$ cat config.mk
export PLATFORM = sky130hd
export DESIGN_NAME = mc_controller
export DESIGN_NICKNAME = d
export VERILOG_FILES = /design/src/rtl/mc_controller.sv
export SDC_FILE = /design/constraint.sdc
export NUM_CORES = 1
export LEC_CHECK = 0
export ABC_AREA = 1
export BUFFER_PORTS_ARGS = -buffer_cell sky130_fd_sc_hd__buf_2
export CELL_PAD_IN_SITES_DETAIL_PLACEMENT = 0
export CELL_PAD_IN_SITES_GLOBAL_PLACEMENT = 2
export CORE_ASPECT_RATIO = 0.6
export CORE_MARGIN = 3
export CORE_UTILIZATION = 18
export DETAILED_ROUTE_END_ITERATION = 8
export PLACE_DENSITY = 0.82
export SYNTH_ARGS = -nofsm -noshare
export SYNTH_HDL_FRONTEND = slang
export SYNTH_SLANG_ARGS = --single-unit
$ cat constraint.sdc
create_clock -name clk -period 2.44 [get_ports clk]
set_input_delay 0.488 -clock clk [delete_from_list [all_inputs] [get_ports clk]]
set_output_delay 0.488 -clock clk [all_outputs]
set_load 0.02 [all_outputs]
$ cat src/rtl/mc_controller.sv
// mc_controller: control FSM for a multicycle MIPS-subset datapath.
// States are decoded straight into the datapath strobes and selects.
// Optional feature: define MC_TIMEOUT_EN to bound every memory wait to
// TIMEOUT cycles and enter a sticky FAULT state when the bound runs out.
module mc_controller #(
    parameter int TIMEOUT = 16,
    parameter int TCNT_W  = 8
) (
    input  logic        clk,
    input  logic        reset,
    input  logic [31:0] instr,
    input  logic        mem_ready,
    output logic        pc_write,
    output logic        ir_write,
    output logic        mem_write,
    output logic        reg_write,
    output logic        iord,
    output logic        mem_to_reg,
    output logic        reg_dst,
    output logic        alu_src_a,
    output logic        branch,
    output logic [1:0]  alu_src_b,
    output logic [1:0]  pc_src,
    output logic [2:0]  alucontrol,
    output logic [2:0]  branchcontrol,
    output logic        illegal,
    output logic        fault
);

    typedef enum logic [3:0] {
        FETCH,
        DECODE,
        MEMADR,
        MEMRD,
        MEMWB,
        MEMWR,
        EXEC,
        ALUWB,
        BRANCH,
        ADDIEX,
        ADDIWB,
        JUMP,
        FAULT
    } state_t;

    localparam logic [5:0] OP_RTYPE = 6'b000000;
    localparam logic [5:0] OP_LW    = 6'b100011;
    localparam logic [5:0] OP_SW    = 6'b101011;
    localparam logic [5:0] OP_BEQ   = 6'b000100;
    localparam logic [5:0] OP_BNE   = 6'b000101;
    localparam logic [5:0] OP_ADDI  = 6'b001000;
    localparam logic [5:0] OP_J     = 6'b000010;

    state_t      state_q;
    logic        isLoad_q;
    logic        isBne_q;
    logic [5:0]  opcode;
    logic [5:0]  funct;
    logic        timeoutHit;
    logic        unusedInstr;

    assign opcode      = instr[31:26];
    assign funct       = instr[5:0];
    assign unusedInstr = ^instr[25:6];

`ifdef MC_TIMEOUT_EN
    localparam logic [TCNT_W-1:0] CNT_LAST = TCNT_W'(TIMEOUT - 1);

    logic [TCNT_W-1:0] waitCnt_q;
    logic              inWait;

    assign inWait     = (state_q == FETCH) || (state_q == MEMRD) || (state_q == MEMWR);
    // A ready in the terminal cycle completes the access instead of faulting.
    assign timeoutHit = inWait && !mem_ready && (waitCnt_q == CNT_LAST);

    // Count consecutive not-ready cycles of the current wait; any exit clears it.
    always_ff @(posedge clk) begin
        if (reset) begin
            waitCnt_q <= '0;
        end else if (inWait && !mem_ready && !timeoutHit) begin
            waitCnt_q <= waitCnt_q + 1'b1;
        end else begin
            waitCnt_q <= '0;
        end
    end

    assign fault = (state_q == FAULT);
`else
    logic unusedCfg;

    assign timeoutHit = 1'b0;
    assign fault      = 1'b0;
    assign unusedCfg  = (TIMEOUT > 0) ^ (TCNT_W > 0);
`endif

    // State sequencing; load/store and beq/bne are latched in DECODE so later
    // states ignore whatever the instruction register holds by then.
    always_ff @(posedge clk) begin
        if (reset) begin
            state_q  <= FETCH;
            isLoad_q <= 1'b0;
            isBne_q  <= 1'b0;
        end else if (timeoutHit) begin
            state_q <= FAULT;
        end else begin
            case (state_q)
                FETCH: begin
                    if (mem_ready) begin
                        state_q <= DECODE;
                    end
                end
                DECODE: begin
                    isLoad_q <= (opcode == OP_LW);
                    isBne_q  <= (opcode == OP_BNE);
                    case (opcode)
                        OP_LW, OP_SW:   state_q <= MEMADR;
                        OP_RTYPE:       state_q <= EXEC;
                        OP_BEQ, OP_BNE: state_q <= BRANCH;
                        OP_ADDI:        state_q <= ADDIEX;
                        OP_J:           state_q <= JUMP;
                        default:        state_q <= FETCH;
                    endcase
                end
                MEMADR:  state_q <= isLoad_q ? MEMRD : MEMWR;
                MEMRD: begin
                    if (mem_ready) begin
                        state_q <= MEMWB;
                    end
                end
                MEMWB:   state_q <= FETCH;
                MEMWR: begin
                    if (mem_ready) begin
                        state_q <= FETCH;
                    end
                end
                EXEC:    state_q <= ALUWB;
                ALUWB:   state_q <= FETCH;
                BRANCH:  state_q <= FETCH;
                ADDIEX:  state_q <= ADDIWB;
                ADDIWB:  state_q <= FETCH;
                JUMP:    state_q <= FETCH;
                FAULT:   state_q <= FAULT;
                default: state_q <= FETCH;
            endcase
        end
    end

    // Moore decode of the current state; reset masks every write strobe and
    // the illegal pulse so nothing is written while the controller restarts.
    always_comb begin
        pc_write      = 1'b0;
        ir_write      = 1'b0;
        mem_write     = 1'b0;
        reg_write     = 1'b0;
        iord          = 1'b0;
        mem_to_reg    = 1'b0;
        reg_dst       = 1'b0;
        alu_src_a     = 1'b0;
        branch        = 1'b0;
        alu_src_b     = 2'b00;
        pc_src        = 2'b00;
        alucontrol    = 3'b000;
        branchcontrol = 3'b000;
        illegal       = 1'b0;
        case (state_q)
            FETCH: begin
                alu_src_b  = 2'b01;
                alucontrol = 3'b010;
                ir_write   = mem_ready;
                pc_write   = mem_ready;
            end
            DECODE: begin
                alu_src_b  = 2'b11;
                alucontrol = 3'b010;
                case (opcode)
                    OP_LW, OP_SW, OP_RTYPE, OP_BEQ, OP_BNE, OP_ADDI, OP_J: illegal = 1'b0;
                    default: illegal = 1'b1;
                endcase
            end
            MEMADR, ADDIEX: begin
                alu_src_a  = 1'b1;
                alu_src_b  = 2'b10;
                alucontrol = 3'b010;
            end
            MEMRD: begin
                iord = 1'b1;
            end
            MEMWB: begin
                reg_write  = 1'b1;
                mem_to_reg = 1'b1;
            end
            MEMWR: begin
                iord      = 1'b1;
                mem_write = 1'b1;
            end
            EXEC: begin
                alu_src_a = 1'b1;
                case (funct)
                    6'b100000: alucontrol = 3'b010;
                    6'b100010: alucontrol = 3'b110;
                    6'b100100: alucontrol = 3'b000;
                    6'b100101: alucontrol = 3'b001;
                    6'b101010: alucontrol = 3'b111;
                    default:   alucontrol = 3'b010;
                endcase
            end
            ALUWB: begin
                reg_write = 1'b1;
                reg_dst   = 1'b1;
            end
            BRANCH: begin
                alu_src_a     = 1'b1;
                alucontrol    = 3'b110;
                branch        = 1'b1;
                pc_src        = 2'b01;
                branchcontrol = isBne_q ? 3'b010 : 3'b001;
            end
            ADDIWB: begin
                reg_write = 1'b1;
            end
            JUMP: begin
                pc_write = 1'b1;
                pc_src   = 2'b10;
            end
            default: begin
                pc_write = 1'b0;
            end
        endcase
        if (reset) begin
            pc_write  = 1'b0;
            ir_write  = 1'b0;
            mem_write = 1'b0;
            reg_write = 1'b0;
            illegal   = 1'b0;
        end
    end

endmodule

==> key figures <==
Status
  – Status: complete, no violations

Global route
  – Largest net degree at the start of global routing: 9
  – Number of global-route vias before repair: 723
  – Global route total overflow: 0
  – First-pass GRT wire length: 3.567 mm
  – Global Route Usage Sum: 9.800%
  – Initial antenna violation count: 0

Routing
  – Routed vias: 894
  – DR iter-0 viols: 74
  – Vias per cell: 4.101
  – Post-route ant nets: 0
  – Routed WL per cell: 10.20 microns
  – DRT Pass-1 Iters: 4
  – Drt drc: 0
  – Final WL: 2.224 mm

Clock tree
  – Post_cts resized: 0
  – Hold_buf cts: 0
  – Clk_lat worst skew: 0.23 ns
  – CTS max path bufs: 2
  – Post-CTS setup buffer count: 0
  – Clock tree root driver cell: clkbuf_8
  – CTS tree: yes
  – CTS clock-pin slew for the worst setup and hold paths: 0.04 ns
  – H-tree depth reported by CTS: 1
  – Clk sinks: 6
  – TritonCTS buffer count: 3

Critical path
  – R2R Path End: state_q[0]$_SDFFE_PP0P_
  – Crit start category: register
  – Critical path cell sequence: inv_1 > nor2_1 > nand2_2 > inv_2 > nand4_1 > o32ai_1 > buf_2
  – R2R Setup Slk: 1.14 ns
  – Slowest cell delay on critical path: 0.38 ns
  – Worst path buffer plus inverter count: 3
  – CP delay by family, top: simple AND/OR/NAND/NOR gates
  – Req. time, crit path: 1.95 ns
  – Crit path depth: 7
  – R2r startpoint: state_q[1]$_SDFFE_PP0P_
  – Setup crit end kind: primary output
  – Critical-path top delay cell: dfxtp_1
  – Cell count of the worst reg-to-reg path: 8
  – WS Path Type: register to primary output
  – Crit-path max FO: 6
  – Critical path arrival: 1.60 ns

Yosys
  – Yosys warns: 0
  – Mean post-synth cell area: 5.250 sq um
  – Leading area contributor after synthesis: nand2_1
  – Netlist cell types: 19
  – Synth cell count leaders: nand2_1, nor2_1, inv_1
  – Asr flop ratio synth: 0%
  – Post-synthesis cell count: 138
  – Most frequent cell after synthesis: nand2_1
  – Post-synthesis sequential area ratio: 16.58%
  – #FFs+latches synth: 6
  – Top-area cell type share of the netlist area: 17.62%
  – Mapped Area: 724.4 sq um
  – Post-synth EDFFs: 0
  – Area contributors post-synth: nand2_1, dfxtp_1, nor2_1
  – Most used DFF post-synth: dfxtp_1

Pwr
  – Peak supply drop: 256.0 uV
  – Pint: 0.2414 mW
  – Sw Share: 33.94%
  – Cell Pwr Density: 377.8 mW/mm^2
  – P_leak: 0.5663 nW
  – Switching pwr: 0.1240 mW
  – Reg power frac: 29.1%
  – Comb power frac: 28.4%
  – Clk pwr share: 42.5%

Min path
  – WHS Endpoint: isBne_q$_SDFFE_PP0P_
  – Hold/Removal Path Class: register to register
  – Min-Delay Path Depth: 2
  – Worst Min Path Start: isBne_q$_SDFFE_PP0P_

Layout
  – Post-Layout Inst Area: 967.2 sq um
  – Nets: 208
  – Share of layout cells above drive strength 1: 30.41%
  – Fillers: 457
  – Sequential cell area: 120.1 sq um
  – Footprint of the multi-input gates: 473.0 sq um
  – Antenna fix cells: 0
  – Syn-to-layout area delta: 33.51%

Die
  – Die Span X: 87.90 microns
  – Core box area: 0.003765 sq mm
  – Die Y: 55.14 microns
  – I/O pins: 56
  – Site Rows: 17
  – DIE AREA: 0.004847 sq mm
  – Initial Util: 19.24%

Flow run
  – Max cap viols: 0

Timing
  – Max Clk Rate: 479.4 MHz
  – Max Slew Vio Count: 0
  – Clock period minus worst slack: 2.086 ns
  – Final setup skew: 0.004227 ns
  – # setup viols final: 0
  – Final setup margin: 0.3542 ns
  – Fin. Hold Viols: 0
  – RSZ-0062 raised after global routing: false
  – Fin crit share: 85.48%
  – Setup TNS: 0 ns

Placed design
  – Hpwl dp: 1.925 mm
  – RePlAce Congestion: 0.7777
  – IO Port Bufs: 33
  – Post-DP Area: 925.9 sq um
  – DP Worst Slack: 0.5560 ns
[tightest hold or removal path: cells and delay by family (launching register included)]
family / cells / cell delay [ns]
AO/OA/AOI/OAI: 1 / 0.05
flip-flops: 1 / 0.32
AND/OR/NAND/NOR: 1 / 0.06
[sequential cells by signal, indices dropped and copies added (netlist names)]
signal    count
isLoad_q      1
state_q       4
isBne_q       1
[through the flow]
step,power [mW],instances,util [%],hold slack [ns]
finish,0.3654,218,25.69,0.4821
global route,0.3970,218,25.69,0.5122
CTS,0.3685,218,25.69,0.4898
global placement,0.2133,215,24.59,0.4813
detailed placement,0.2114,215,24.59,0.4831
floorplan,0.1774,139,-,0.4531
[how the worst max path moves through the flow]
stage / startpoint / endpoint
after CTS: state_q[1]$_SDFFE_PP0P_ / alucontrol[0]
after global routing: state_q[1]$_SDFFE_PP0P_ / alucontrol[0]
after detailed placement: instr[30] / illegal
after floorplan: state_q[3]$_SDFFE_PP0P_ / pc_write
final: state_q[1]$_SDFFE_PP0P_ / alucontrol[0]
after global placement: instr[30] / illegal
[layer usage]
| layer | part of all wire, % | track usage, % | up-vias |
|---|---|---|---|
| met1 | 56 | 15.88 | 366 |
| met3 | 12 | 3.550 | 2 |
| met4 | 0.27 | 1.531 | 0 |
| met5 | 0 | 0 | - |
| met2 | 32 | 11.50 | 38 |
| li1 | - | - | 488 |
[area by class of cell]
type	count	area share, %
inverters	29	11.25
clock buffers	3	4.269
well taps	47	6.080
repair buffers	33	17.08
multi-input cells	100	48.90
flip-flops and latches	6	12.42
[power by group through the flow]
stage	logic, mW	clock network [mW]	registers, mW
final	0.104	0.155	0.106
after global routing	0.119	0.172	0.107
after CTS	0.104	0.158	0.106
after detailed placement	0.104	0	0.108
after global placement	0.105	0	0.108
after floorplan	0.0712	0	0.106
[cells in the final DEF (no fill, tap or decap)]
cell type,Yosys,layout
nand2_1,34,34
buf_2,0,33
nor2_1,24,24
inv_1,22,22
nand3_1,11,11
inv_2,7,7
a21oi_1,6,6
dfxtp_1,6,6
nand4_1,5,5
nor2_4,4,4
o21ai_0,4,4
nor3_1,3,3
nand2_2,3,3
clkbuf_8,0,3
conb_1,1,2
o32ai_1,1,1
o31ai_1,1,1
nand3_2,1,1
nor2_2,1,1
[kinds of logic after synthesis]
kind of cell           after synthesis  synth area share [%]
AOI/OAI and AO/OA                   12                 9.155
buffers and inverters               33                 18.65
DFF                                  6                 16.58
other                                1                0.5176
and+or+nand+nor                     86                 55.09
Note: power is estimated with default switching activity, not from simulation.
